### config.mk
export PLATFORM = sky130hd
export DESIGN_NAME = pipe_hazard_ctrl
export DESIGN_NICKNAME = d
export VERILOG_FILES = /design/src/rtl/pipe_hazard_ctrl.sv
export SDC_FILE = /design/constraint.sdc
export NUM_CORES = 1
export LEC_CHECK = 0
export BUFFER_PORTS_ARGS = -buffer_cell sky130_fd_sc_hd__buf_2
export CAP_MARGIN = 20
export CORE_MARGIN = 2
export CORE_UTILIZATION = 35
export DETAILED_ROUTE_END_ITERATION = 7
export PLACE_DENSITY_LB_ADDON = 0.12
export SLEW_MARGIN = 0
export SYNTH_ARGS = -nofsm -noshare
export SYNTH_HDL_FRONTEND = slang
export SYNTH_SLANG_ARGS = --single-unit
### constraint.sdc
create_clock -name clk -period 5.2 [get_ports clk]
set_clock_uncertainty 0.2 [all_clocks]
set_input_delay 0 -clock clk [delete_from_list [all_inputs] [get_ports clk]]
set_output_delay 0 -clock clk [all_outputs]
set_load 0.1 [all_outputs]
### src/rtl/pipe_hazard_ctrl.sv
// pipe_hazard_ctrl
// Hazard and sequencing controller for the ID/EX boundary of the 5-stage
// pipeline. Decides each cycle whether the ID instruction advances, holds
// or is squashed: load-use detection against EX, a busy tracker for the
// multi-cycle mult/div unit, and EX-stage redirect handling. The control
// outputs are combinational so they act in the cycle the hazard appears;
// only the mult/div state, its countdown and the stall counter are stored.
module pipe_hazard_ctrl #(
    parameter int MD_LATENCY = 4,   // legal range 1..15
    parameter int CNT_W      = 16
) (
    input  logic             clk,
    input  logic             rst,
    input  logic             id_valid,
    input  logic [4:0]       id_rs,
    input  logic [4:0]       id_rt,
    input  logic             id_uses_rt,
    input  logic             id_is_muldiv,
    input  logic             id_reads_hilo,
    input  logic             idex_memread,
    input  logic [4:0]       idex_rt,
    input  logic             ex_redirect,
    output logic             pc_write,
    output logic             ifid_write,
    output logic             ifid_flush,
    output logic             idex_bubble,
    output logic             md_issue,
    output logic             md_busy,
    output logic [CNT_W-1:0] stall_cnt
);

    typedef enum logic [0:0] {
        MD_IDLE = 1'b0,
        MD_BUSY = 1'b1
    } md_state_t;

    // Countdown reload: the unit stays busy for MD_LATENCY cycles after issue,
    // the last of which is the one where the countdown reads zero.
    localparam logic [3:0]       MD_LOAD = 4'(MD_LATENCY - 1);
    localparam logic [CNT_W-1:0] CNT_ONE = {{(CNT_W-1){1'b0}}, 1'b1};

    md_state_t        state_r;
    md_state_t        state_nxt_s;
    logic [3:0]       md_cnt_r;
    logic [3:0]       md_cnt_nxt_s;
    logic [CNT_W-1:0] stall_cnt_r;

    logic             rt_match_s;
    logic             rs_match_s;
    logic             lu_s;
    logic             mdh_s;
    logic             stall_s;
    logic             issue_s;
    logic             busy_s;
    logic             cnt_sat_s;

    assign busy_s = (state_r == MD_BUSY);

    // Load-use: a load in EX writes a register the ID instruction reads.
    // Register $zero never carries a real dependency.
    assign rs_match_s = (idex_rt == id_rs);
    assign rt_match_s = id_uses_rt & (idex_rt == id_rt);
    assign lu_s       = id_valid & idex_memread & (idex_rt != 5'd0)
                      & (rs_match_s | rt_match_s);

    // Mult/div hazard: another mult/div or a HI/LO read while the unit works.
    assign mdh_s   = busy_s & id_valid & (id_is_muldiv | id_reads_hilo);

    // A redirect squashes the ID instruction, so its hazards are irrelevant.
    assign stall_s = ~ex_redirect & (lu_s | mdh_s);
    assign issue_s = id_valid & id_is_muldiv & ~busy_s & ~stall_s
                   & ~ex_redirect & ~rst;

    assign cnt_sat_s = &stall_cnt_r;

    // Mult/div busy tracker: next state and countdown value.
    always_comb begin
        state_nxt_s  = state_r;
        md_cnt_nxt_s = md_cnt_r;
        case (state_r)
            MD_IDLE: begin
                if (issue_s) begin
                    state_nxt_s  = MD_BUSY;
                    md_cnt_nxt_s = MD_LOAD;
                end else begin
                    state_nxt_s  = MD_IDLE;
                    md_cnt_nxt_s = md_cnt_r;
                end
            end
            MD_BUSY: begin
                if (md_cnt_r != 4'd0) begin
                    state_nxt_s  = MD_BUSY;
                    md_cnt_nxt_s = md_cnt_r - 4'd1;
                end else begin
                    state_nxt_s  = MD_IDLE;
                    md_cnt_nxt_s = 4'd0;
                end
            end
            default: begin
                state_nxt_s  = MD_IDLE;
                md_cnt_nxt_s = 4'd0;
            end
        endcase
    end

    // Mult/div state register; reset aborts any operation in flight.
    always_ff @(posedge clk) begin
        if (rst) begin
            state_r  <= MD_IDLE;
            md_cnt_r <= 4'd0;
        end else begin
            state_r  <= state_nxt_s;
            md_cnt_r <= md_cnt_nxt_s;
        end
    end

    // Stall counter: counts every stalled cycle, sticks at all-ones.
    always_ff @(posedge clk) begin
        if (rst) begin
            stall_cnt_r <= '0;
        end else if (stall_s && !cnt_sat_s) begin
            stall_cnt_r <= stall_cnt_r + CNT_ONE;
        end else begin
            stall_cnt_r <= stall_cnt_r;
        end
    end

    // Pipeline control in priority order: reset, redirect, stall, advance.
    always_comb begin
        pc_write    = 1'b1;
        ifid_write  = 1'b1;
        ifid_flush  = 1'b0;
        idex_bubble = 1'b0;
        if (rst) begin
            pc_write    = 1'b0;
            ifid_write  = 1'b0;
            ifid_flush  = 1'b1;
            idex_bubble = 1'b1;
        end else if (ex_redirect) begin
            pc_write    = 1'b1;
            ifid_write  = 1'b1;
            ifid_flush  = 1'b1;
            idex_bubble = 1'b1;
        end else if (stall_s) begin
            pc_write    = 1'b0;
            ifid_write  = 1'b0;
            ifid_flush  = 1'b0;
            idex_bubble = 1'b1;
        end else begin
            pc_write    = 1'b1;
            ifid_write  = 1'b1;
            ifid_flush  = 1'b0;
            idex_bubble = 1'b0;
        end
    end

    assign md_issue  = issue_s;
    assign md_busy   = busy_s;
    assign stall_cnt = stall_cnt_r;

endmodule
== After elaboration in Yosys (flattened, before gate mapping) ==
Cells that the tools add are included.
W data, S select, Z words.

* Register bits after elaboration: 21
* Bits of input ports: 23

* Add/subtract/negate cells: 2
* Equal/unequal tests: 3
* Multiplexer cells: 14
* Bitwise gates (word level): 19
* Reductions and logical operators: 5

{| class="wikitable"
|+ Operator list
! operator !! number
|-
| $add A16 B1 Y16 const B || 1
|-
| $reduce_and A16 Y1 || 1
|-
| $and A1 B1 Y1 || 12
|-
| $eq A5 B5 Y1 || 2
|-
| $mux W1 || 10
|-
| $mux W4 || 2
|-
| $pmux W4 S2 || 1
|-
| $reduce_bool A5 Y1 || 1
|-
| $not A1 Y1 || 4
|-
| $reduce_bool A4 Y1 || 1
|-
| $sub A4 B1 Y4 const B || 1
|-
| $or A1 B1 Y1 || 3
|-
| $ne A2 B2 Y1 const B || 1
|-
| $pmux W1 S2 || 1
|-
| $logic_and A1 B1 Y1 || 1
|-
| $logic_not A1 Y1 || 1
|}

== Depth between registers and ports, before layout ==
Gate-level depths: netlist of run 1.

* Depth after elaboration: 12
* Depth in mapped cells: 9

== Worst setup path after synthesis of run 1 ==
No wires, ideal clock.

* Path type: reg2out
* Start: register state_r (netlist: md_busy)
* End: output pc_write
* Arrival: 3.294 ns
* Data required time: 5.000 ns
* Setup slack: 1.706 ns
* Cell stages (with the launch flop): 8
* Buffers on the path: 3
* Cells stage by stage: dfxtp_1 -> o211ai_1 -> a21boi_2 -> buf_2 -> buf_4 -> nor2_1 -> nor2_1 -> buf_4

* Word-level cells in the longest chain between the ends: 7

{| class="wikitable"
|+ RTL lines
! item !! line !! source
|-
| from (decl) || 42 || <nowiki>md_state_t state_r;</nowiki>
|-
| from (signal assigned) || 112 || <nowiki>state_r <= state_nxt_s;</nowiki>
|-
| $and A1 B1 Y1 (2 in series) || 67 || <nowiki>assign mdh_s = busy_s & id_valid & (id_is_muldiv | id_reads_hilo);</nowiki>
|-
| $or A1 B1 Y1 || 70 || <nowiki>assign stall_s = ~ex_redirect & (lu_s | mdh_s);</nowiki>
|-
| $and A1 B1 Y1 || 70 ||
|-
| $mux W1 (3 in series) || n/a ||
|-
| to (decl) || 23 || <nowiki>output logic pc_write,</nowiki>
|}

Every way passes these cells.

== Final worst setup path of run 1 ==
* Start: input rst
* End: register md_cnt_r[1]

* Word-level cells in the longest chain between the ends: 3

{| class="wikitable"
|+ RTL lines
! item !! line !! source
|-
| from (decl) || 13 || <nowiki>input logic rst,</nowiki>
|-
| $not A1 Y1 || 72 || <nowiki>& ~ex_redirect & ~rst;</nowiki>
|-
| $and A1 B1 Y1 || 72 ||
|-
| $ne A2 B2 Y1 (no source line) || n/a ||
|-
| to (signal assigned) || 113 || <nowiki>md_cnt_r <= md_cnt_nxt_s;</nowiki>
|-
| to (decl) || 44 || <nowiki>logic [3:0] md_cnt_r;</nowiki>
|}

Several ways; a longest one is shown, not always the timed one.
A chain may end at the register's enable or synchronous reset.

==> impl_metrics.tcl, run 1 <==
set metrics [dict create \
    run_status "finished, final reports clean" \
    relSlewSlack 0.674 \
    diodes 0 \
    critical_path_arrival_ns 2.42 \
    asyncSetResetFlopFracSynth 0 \
    rsz_0062_raised_after_global_routing "false" \
    worst_r2r_endpoint "stall_cnt[3]" \
    clock_latency_on_the_worst_skew_pair_ns 0.29 \
    share_of_the_yosys_chip_area_belonging_to_registers 0.340 \
    fin_ws_ns 2.81 \
    clock_tree.htree_level_count 1 \
    gp_congestion 0.706 \
    route.met2.wl_mm 1.55 \
    dp_hpwl_mm 2.25 \
    core_region_area_um2 3360 \
    timing.final.crit_share 0.459 \
    synth_area_leaders "sky130_fd_sc_hd__dfxtp_1 (34%), sky130_fd_sc_hd__a21oi_1 (8.1%), sky130_fd_sc_hd__o31ai_1 (7.3%), sky130_fd_sc_hd__or4_1 (7.3%), sky130_fd_sc_hd__xnor2_1 (7.1%)" \
    fin_hold_ws_ns 0.115 \
    grt_remaining_overflow 0 \
    start_util 0.368 \
    clock_buffers_created_by_tritoncts 3 \
    synth-seq-cells 21 \
    totalNegativeSetupSlack_ns 0 \
    r2r_setup_slk_ns 2.94 \
    timing.fmax_ghz 0.419 \
    place.port_buffers 44 \
    maximum_number_of_pins_on_one_net_before_global_route_repair 34 \
    placement.cell_area_um2 1470 \
    syn_area_um2 1240 \
    worst_hold_path.num_cells 5 \
    area.growth.synth_to_final_pct 26.7 \
    synthesis.instances 145 \
    detail_route.vias_per_cell 5.47 \
    met3_length_um 208 \
    floorplan.io_pins 45 \
    synthesis.nets 169 \
    max_cap_violations 0 \
    power-per-cell-area_nw_per_um2 188 \
    yosys.cell_count.top_type "sky130_fd_sc_hd__dfxtp_1" \
    ff2ff_path_depth 6 \
    grt_usage 0.162 \
    clock_path_buffers 2 \
    r2r-start "stall_cnt[0]" \
    setup_viol 0 \
    yosysWarningCount 0 \
    yosys.area.top_type "sky130_fd_sc_hd__dfxtp_1" \
    wl_per_cell_um 13.3 \
    period_needed_ns 2.39 \
    pre_cts_ws_ns 2.61 \
    vias 1302 \
    cts-root-buf "sky130_fd_sc_hd__clkbuf_4" \
    drt-met1-wl_mm 1.40 \
    power.static_leakage_nw 0.607 \
    layout-drive-gt1-share 0.307 \
    final_design_area_no_fill_um2 1570 \
    die-area_um2 4030 \
    timing_worst_slew_pin_value_ns 0.493 \
    yosys.area.top_type_share 0.340 \
    critical_path.endpoint "md_cnt_r[1]" \
    remaining_drc_errors 0 \
    avgSynthCellArea_um2 8.53 \
    synth_common_cells "sky130_fd_sc_hd__dfxtp_1 (21), sky130_fd_sc_hd__a21oi_1 (20), sky130_fd_sc_hd__o31ai_1 (12), sky130_fd_sc_hd__or4_1 (12)" \
    die_height_um 63.5 \
    timing.hold.worst.start "id_uses_rt" \
    worst_ir_drop_vdd_v 0.000105 \
    maxUsedRoutingLayer "met4" \
    worst_setup_start_kind "input port" \
    worstPathRequired_ns 5.23 \
    cts_post_setup_buffers_inserted 0 \
    hp-class "in2reg" \
    postRouteWirelength_mm 3.18 \
    clkSinkCount 21 \
    antenna_violating_nets_post_route 0 \
    pins_over_slew_limit 0 \
    grt_antenna_before_repair 0 \
    first_global_vias 1265 \
    yosys_most_used_dff "sky130_fd_sc_hd__dfxtp_1" \
    grt_pass1_wl_mm 5.44 \
    crit_fanout 23 \
    report.final.hold_viol_count 0 \
    die_w_um 63.5 \
    detail_route.first_pass.iterations 8 \
    number_of_flops_mapped_to_enable_cells_by_yosys 0 \
    cts_tree "built" \
    synth_cell_type_count 36 \
    critical_path.startpoint "rst" \
    report.power.total_w 0.000295 \
    clkSlewWorstSetupHoldPaths_ns 0.11 \
    placement_rows 21 \
    critical_path_class "in2reg" \
    setup.worst_path.end_class "register" \
    drt_iter0_drc 26 \
    nets 217 \
]
worst min path at each step:
stage | to | slack (ns)
2_1_floorplan | stall_cnt[10] | -0.03
3_3_place_gp | stall_cnt[6] | 0.23
3_5_place_dp | stall_cnt[14] | 0.24
4_1_cts | md_cnt_r[2] | 0.27
5_1_grt | stall_cnt[10] | 0.13
6_report | stall_cnt[10] | 0.12
worst max-delay path, stage by stage:
cell                            delay [ns]
sky130_fd_sc_hd__dlygate4sd3_1        0.54
sky130_fd_sc_hd__buf_2                0.26
sky130_fd_sc_hd__or2_2                0.35
sky130_fd_sc_hd__a21oi_1              0.19
sky130_fd_sc_hd__nand4b_1             0.25
sky130_fd_sc_hd__dlygate4sd3_1        0.68
sky130_fd_sc_hd__a21oi_1              0.14
through the flow:
| step | util | cells |
|---|---|---|
| 2_1_floorplan | - | 145 |
| 3_3_place_gp | 0.436 | 227 |
| 3_5_place_dp | 0.436 | 227 |
| 4_1_cts | 0.462 | 237 |
| 5_1_grt | 0.466 | 238 |
| 6_report | 0.466 | 238 |
layer usage:
metal  up-vias  GRT usage
met3         2     0.0250
met1       605      0.188
met5         -          0
met2        42      0.305
li1        653          -
met4         0     0.0408
layout make-up:
| cell class | count | area, um2 |
|---|---|---|
| tap | 46 | 57.6 |
| multi-input combinational | 113 | 757 |
| sequential | 21 | 420 |
| inverter | 3 | 11.3 |
| fill | 350 | 1800 |
| clock buffer | 4 | 26.3 |
| timing repair buffer | 51 | 295 |
report_power, final:
part / internal [W] / switching (W) / total, W / leakage, nW
clock network: 0.0000298 / 0.0000473 / 0.0000771 / 0.0150
logic: 0.0000198 / 0.0000359 / 0.0000557 / 0.423
registers: 0.000162 / 0.000000805 / 0.000162 / 0.169
total: 0.000211 / 0.0000840 / 0.000295 / 0.607
cells in the final DEF (no fill, tap or decap):
master,count
sky130_fd_sc_hd__or2_2,2
sky130_fd_sc_hd__a41o_1,1
sky130_fd_sc_hd__and3_1,2
sky130_fd_sc_hd__dfxtp_1,21
sky130_fd_sc_hd__o211ai_1,1
sky130_fd_sc_hd__o41ai_1,1
sky130_fd_sc_hd__nand3_1,10
sky130_fd_sc_hd__o311a_1,1
sky130_fd_sc_hd__buf_2,44
sky130_fd_sc_hd__buf_8,1
sky130_fd_sc_hd__inv_1,3
sky130_fd_sc_hd__a21boi_2,1
sky130_fd_sc_hd__and4_1,1
sky130_fd_sc_hd__clkbuf_4,3
sky130_fd_sc_hd__or4_1,12
sky130_fd_sc_hd__nand4b_1,1
sky130_fd_sc_hd__or2_4,1
sky130_fd_sc_hd__nor3b_1,1
sky130_fd_sc_hd__dlygate4sd3_1,6
sky130_fd_sc_hd__nor2b_1,2
sky130_fd_sc_hd__o31ai_1,12
sky130_fd_sc_hd__nand4_1,1
sky130_fd_sc_hd__ha_1,1
sky130_fd_sc_hd__xnor2_1,10
sky130_fd_sc_hd__mux2_2,1
sky130_fd_sc_hd__o22ai_1,1
sky130_fd_sc_hd__nand2_1,9
sky130_fd_sc_hd__nor2_1,3
sky130_fd_sc_hd__o21ai_0,5
sky130_fd_sc_hd__a21oi_1,20
sky130_fd_sc_hd__and3_4,5
sky130_fd_sc_hd__or3b_2,1
sky130_fd_sc_hd__nand2b_1,1
sky130_fd_sc_hd__or3_1,4
sky130_fd_sc_hd__clkbuf_1,1
sky130_fd_sc_hd__o311ai_0,1
sky130_fd_sc_hd__nor4b_1,1
sequential cells by signal, summed over array words and instances, names as in the netlist:
register	count
stall_cnt	16
md_cnt_r	4
md_busy	1
logic make-up after synthesis:
kind of cell,share of synthesized area
flip-flops,0.340
XOR/XNOR,0.0708
AND/OR/NAND/NOR,0.297
multiplexers,0.00910
buffers and inverters,0.0485
adder cells (fa/ha/maj),0.0101
AO/OA/AOI/OAI,0.224
what timing repair did:
action	4_1_cts	5_1_grt
endpoints found under the hold margin	18	0
endpoints found under the setup margin	0	0
resized for setup	0	0
hold buffers	6	0
No activity file was read; power rests on OpenSTA's default activity.
==> run 2: changes to the inputs <==
Clock period 5.2 ns to 2.1 ns, I/O delays scaled along.
==> impl_metrics.tcl, run 2 (synthesized netlist as in run 1, its figures left out) <==
set metrics [dict create \
    grt_remaining_overflow 0 \
    placedCellCount 231 \
    relSlewSlack 0.674 \
    pins_over_slew_limit 0 \
    die-area_um2 4030 \
    max_cap_violations 0 \
    die_height_um 63.5 \
    vias 1316 \
    power.static_leakage_nw 0.648 \
    power-per-cell-area_nw_per_um2 425 \
    gp_congestion 0.802 \
    clkSinkCount 21 \
    crit_fanout 11 \
    worst_setup_start_kind "register" \
    maximum_number_of_pins_on_one_net_before_global_route_repair 23 \
    setup.worst_path.end_class "register" \
    grt_antenna_before_repair 0 \
    core_region_area_um2 3360 \
    layout.filler_cells 336 \
    floorplan.io_pins 45 \
    run_status "finished, final reports clean" \
    timing_worst_slew_pin_value_ns 0.493 \
    critical_path_arrival_ns 2.04 \
    clock_tree.htree_level_count 1 \
    rsz_0062_raised_after_global_routing "true" \
    detail_route.first_pass.iterations 4 \
    setup_viol 0 \
    totalNegativeSetupSlack_ns 0 \
    area.growth.synth_to_final_pct 41.0 \
    drt_iter0_drc 56 \
    start_util 0.368 \
    timing.final.crit_share 0.970 \
    placement_rows 21 \
    postRouteWirelength_mm 3.25 \
    layout-drive-gt1-share 0.464 \
    clock_path_buffers 2 \
    grt_pass1_wl_mm 5.25 \
    remaining_drc_errors 0 \
    layout_commonest_cell "sky130_fd_sc_hd__buf_2" \
    worst_ir_drop_vdd_v 0.000196 \
    clock_latency_on_the_worst_skew_pair_ns 0.31 \
    final_design_area_no_fill_um2 1740 \
    report.final.hold_viol_count 0 \
    critical_path_class "reg2reg" \
    die_w_um 63.5 \
    cts_tree "built" \
    clkSlewWorstSetupHoldPaths_ns 0.12 \
    detail_route.vias_per_cell 5.44 \
    first_global_vias 1174 \
    nets 221 \
    timing.fmax_ghz 0.491 \
    flip_flop_count_of_the_largest_register_after_layout 16 \
    cts-root-buf "sky130_fd_sc_hd__clkbuf_4" \
    dp_hpwl_mm 2.31 \
    period_needed_ns 2.04 \
    hp-class "in2reg" \
    worstPathRequired_ns 2.11 \
    place.port_buffers 44 \
    placement.cell_area_um2 1640 \
    antenna_violating_nets_post_route 0 \
    wl_per_cell_um 13.4 \
    diodes 0 \
    stdcell_count 242 \
    grt_usage 0.159 \
    clock_buffers_created_by_tritoncts 3 \
    top_library_cells_by_usage_in_the_layout_fill_and_taps_aside "sky130_fd_sc_hd__buf_2 (41), sky130_fd_sc_hd__a21oi_1 (18), sky130_fd_sc_hd__o31ai_1 (12), sky130_fd_sc_hd__or4_1 (12), sky130_fd_sc_hd__dfxtp_4 (12)" \
]
-- run 2: cell count changes in the layout (fill, tap and decap cells not counted), moves of 3 or more --
cell,delta
sky130_fd_sc_hd__dfxtp_1,-17
sky130_fd_sc_hd__dfxtp_4,+12
sky130_fd_sc_hd__dfxtp_2,+5
sky130_fd_sc_hd__buf_12,+4
sky130_fd_sc_hd__buf_4,+4
sky130_fd_sc_hd__buf_2,-3
-- run 2: timing repair --
item | 4_1_cts | 5_1_grt
endpoints found under the hold margin | 18 | 0
setup buffers | 0 | 1
endpoints found under the setup margin | 0 | 14
resized for setup | 0 | 5
hold buffers | 5 | 0
-- run 2: cell type report --
class / instances / area [um2] / share of cell area
inverters: 3 / 11.3 / 0.00646
well taps: 46 / 57.6 / 0.0330
repair buffers: 53 / 355 / 0.204
flip-flops and latches: 21 / 472 / 0.270
multi-input cells: 115 / 822 / 0.471
clock buffers: 4 / 26.3 / 0.0151
-- run 2: per-stage QoR --
step | total power (W) | util | setup WS [ns] | hold WS [ns]
global route | 0.000776 | 0.519 | -0.00291 | 0.240
global placement | 0.000537 | 0.488 | 0.0732 | 0.246
finish | 0.000741 | 0.519 | 0.0639 | 0.188
detailed placement | 0.000540 | 0.488 | 0.0314 | 0.231
CTS | 0.000746 | 0.511 | 0.00140 | 0.201
floorplan | 0.000495 | - | -0.0916 | -0.0328
-- run 2: where the power goes --
| part | internal [W] | total, W | switching (W) |
|---|---|---|---|
| Sequential | 0.000385 | 0.000387 | 0.00000223 |
| Combinational | 0.0000609 | 0.000153 | 0.0000923 |
| Clock | 0.0000743 | 0.000200 | 0.000126 |
| Total | 0.000520 | 0.000741 | 0.000221 |
-- run 2: path summary, 6_finish.rpt --
| kind | start | endpoint | slack [ns] | cells past startpoint |
|---|---|---|---|---|
| worst max-delay path | stall_cnt[0] | stall_cnt[3] | 0.06 | 6 |
| worst max register to register | stall_cnt[0] | stall_cnt[3] | 0.06 | 6 |
| worst min register to register | stall_cnt[10] | stall_cnt[10] | 0.30 | 2 |
| worst min-delay path | idex_memread | md_busy | 0.19 | 5 |
-- run 2: critical path, cell delays in order (launching register included) --
cell and delay [ns]:
sky130_fd_sc_hd__dfxtp_4 0.39, sky130_fd_sc_hd__ha_4 0.17, sky130_fd_sc_hd__and3_4 0.20, sky130_fd_sc_hd__and3_4 0.19
sky130_fd_sc_hd__or2_2 0.39, sky130_fd_sc_hd__o31ai_1 0.30, sky130_fd_sc_hd__a21oi_2 0.09
-- run 2: routing by layer --
metal	vias up	share of wire	global-route usage
li1	664	-	-
met1	623	0.47	0.209
met2	24	0.48	0.263
met3	5	0.035	0.0250
met4	0	0.015	0.0571
met5	-	0	0
==> run 3: changes to the inputs <==
Settings changed: SKIP_CTS_REPAIR_TIMING set to 1.
Clock period 2.1 ns to 2.4 ns, I/O delays scaled along.
==> impl_metrics.tcl, run 3 (synthesized netlist as in run 1, its figures left out) <==
set metrics [dict create \
    core_region_area_um2 3360 \
    nets 217 \
    layout.filler_cells 366 \
    global_route_layer_with_the_greatest_usage "met2" \
    grt.met3_usage 0.0357 \
    share_clk_of_total_power 0.263 \
    part_of_the_power_in_registers 0.540 \
    clock_latency_on_the_worst_skew_pair_ns 0.30 \
    crit_path_cell_trace "ha_1 -> and3_4 -> and3_4 -> or2_4 -> or4_1 -> a21oi_1" \
    vias 1277 \
    gp_congestion 0.755 \
    gr_met1_demand_resource 0.198 \
    clock_buffers_created_by_tritoncts 3 \
    detail_route.first_pass.iterations 4 \
    pre_cts_ws_ns 0.204 \
    worst_ir_drop_vdd_v 0.000139 \
    cell_internal_pwr_w 0.000461 \
    wl_per_cell_um 13.0 \
    first_global_vias 1150 \
    grt_usage 0.157 \
    antenna_violating_nets_post_route 0 \
    flip_flop_count_of_the_largest_register_after_layout 16 \
    clkSlewWorstSetupHoldPaths_ns 0.12 \
    setup.worst_path.end_class "register" \
    die_w_um 63.5 \
    drt_iter0_drc 37 \
    ff2ff_path_depth 6 \
    p_switching_w 0.000190 \
    worst_r2r_endpoint "stall_cnt[14]" \
    worst_hold_path.num_cells 5 \
    power.static_leakage_nw 0.624 \
    period_needed_ns 2.22 \
    worst-path-buf-inv 0 \
    grt_antenna_before_repair 0 \
    combinationalPowerShare 0.197 \
    power.share.switching 0.292 \
    r2r_setup_slk_ns 0.18 \
    crit_fanout 22 \
    grt_remaining_overflow 0 \
    crit_cells 6 \
    postLayoutCoreUtil 0.481 \
    worstHoldEndpoint "md_cnt_r[2]" \
    die_height_um 63.5 \
    start_util 0.368 \
    run_status "finished, final reports clean" \
    remaining_drc_errors 0 \
    layout_commonest_cell "sky130_fd_sc_hd__buf_2" \
    timing.final.crit_share 0.926 \
    detail_route.vias_per_cell 5.37 \
    timing.hold.worst.start "idex_memread" \
    power-per-cell-area_nw_per_um2 403 \
    clkSinkCount 21 \
    setup_viol 0 \
    floorplan.io_pins 45 \
    relSlewSlack 0.569 \
    diodes 0 \
    clock_path_buffers 2 \
    worstPathRequired_ns 2.43 \
    clock_tree.htree_level_count 1 \
    critical-path-top-delay-family "simple AND/OR/NAND/NOR gates" \
    cts-root-buf "sky130_fd_sc_hd__clkbuf_4" \
    area.sequential_um2 438 \
    dp_hpwl_mm 2.23 \
    maximum_number_of_pins_on_one_net_before_global_route_repair 34 \
    cts_tree "built" \
    critical_path_class "reg2reg" \
    globalRouteMet2Util 0.264 \
    timing.fmax_ghz 0.450 \
    hp-class "in2reg" \
    worst_setup_start_kind "register" \
    pins_over_slew_limit 0 \
    critical_path_arrival_ns 2.25 \
    critPathSlowestCell "sky130_fd_sc_hd__or4_1" \
    report.power.total_w 0.000651 \
    postRouteWirelength_mm 3.10 \
    timing_worst_slew_pin_value_ns 0.644 \
    report.final.hold_viol_count 0 \
    place.port_buffers 44 \
    top_library_cells_by_usage_in_the_layout_fill_and_taps_aside "sky130_fd_sc_hd__buf_2 (42), sky130_fd_sc_hd__a21oi_1 (20), sky130_fd_sc_hd__dfxtp_2 (14)" \
    max_cap_violations 0 \
    fin_ws_ns 0.179 \
    layout-drive-gt1-share 0.391 \
    die-area_um2 4030 \
    rsz_0062_raised_after_global_routing "false" \
    r2r-start "stall_cnt[0]" \
    area.growth.synth_to_final_pct 30.6 \
    total_area_of_multi_input_combinational_cells_um2 764 \
    placement_rows 21 \
    max_stage_delay_ns 0.48 \
    crit_top_cell "sky130_fd_sc_hd__and3_4" \
    grt_pass1_wl_mm 5.18 \
]
==> run 3: worst max-delay path by stage <==
stage | end | from | slack (ns)
floorplan | pc_write | md_busy | -0.004
global placement | stall_cnt[3] | stall_cnt[0] | 0.23
detailed placement | stall_cnt[3] | stall_cnt[0] | 0.20
CTS | stall_cnt[14] | stall_cnt[0] | 0.16
global route | stall_cnt[13] | stall_cnt[3] | 0.02
finish | stall_cnt[14] | stall_cnt[0] | 0.18
==> run 3: stage by stage <==
stage	instances	hold WS, ns	TNS, ns	area, um2
after CTS	232	-0.0720	0	1560
after detailed placement	228	0.260	0	1530
after global placement	228	0.245	0	1530
final	238	0.214	0	1620
after global routing	238	0.216	0	1620
after floorplan	145	-0.0254	-0.00363	1260
==> run 3: power groups by stage <==
stage | logic (W) | registers (W) | clock network, W
floorplan | 0.0000774 | 0.000364 | 0
global placement | 0.000119 | 0.000360 | 0
detailed placement | 0.000121 | 0.000360 | 0
CTS | 0.000122 | 0.000352 | 0.000180
global route | 0.000138 | 0.000352 | 0.000199
finish | 0.000128 | 0.000352 | 0.000171
==> run 3: area by class of cell <==
class | count | share of cell area
clock buffers | 3 | 0.0139
well taps | 46 | 0.0356
multi-input cells | 113 | 0.473
flip-flops and latches | 21 | 0.271
inverters | 3 | 0.00697
clock inverters | 1 | 0.00310
repair buffers | 51 | 0.197
==> run 3: tightest hold or removal path: cells and delay by family <==
kind,cells,cell delay (ns)
compound gates,3,0.47
simple gates,1,0.15
buf+inv,1,0.08
==> run 3: per-layer routing <==
| layer | vias to the layer above | routed length, um |
|---|---|---|
| li1 | 649 | - |
| met1 | 591 | 1430 |
| met2 | 35 | 1480 |
| met3 | 2 | 166 |
| met4 | 0 | 20 |
| met5 | - | 0 |
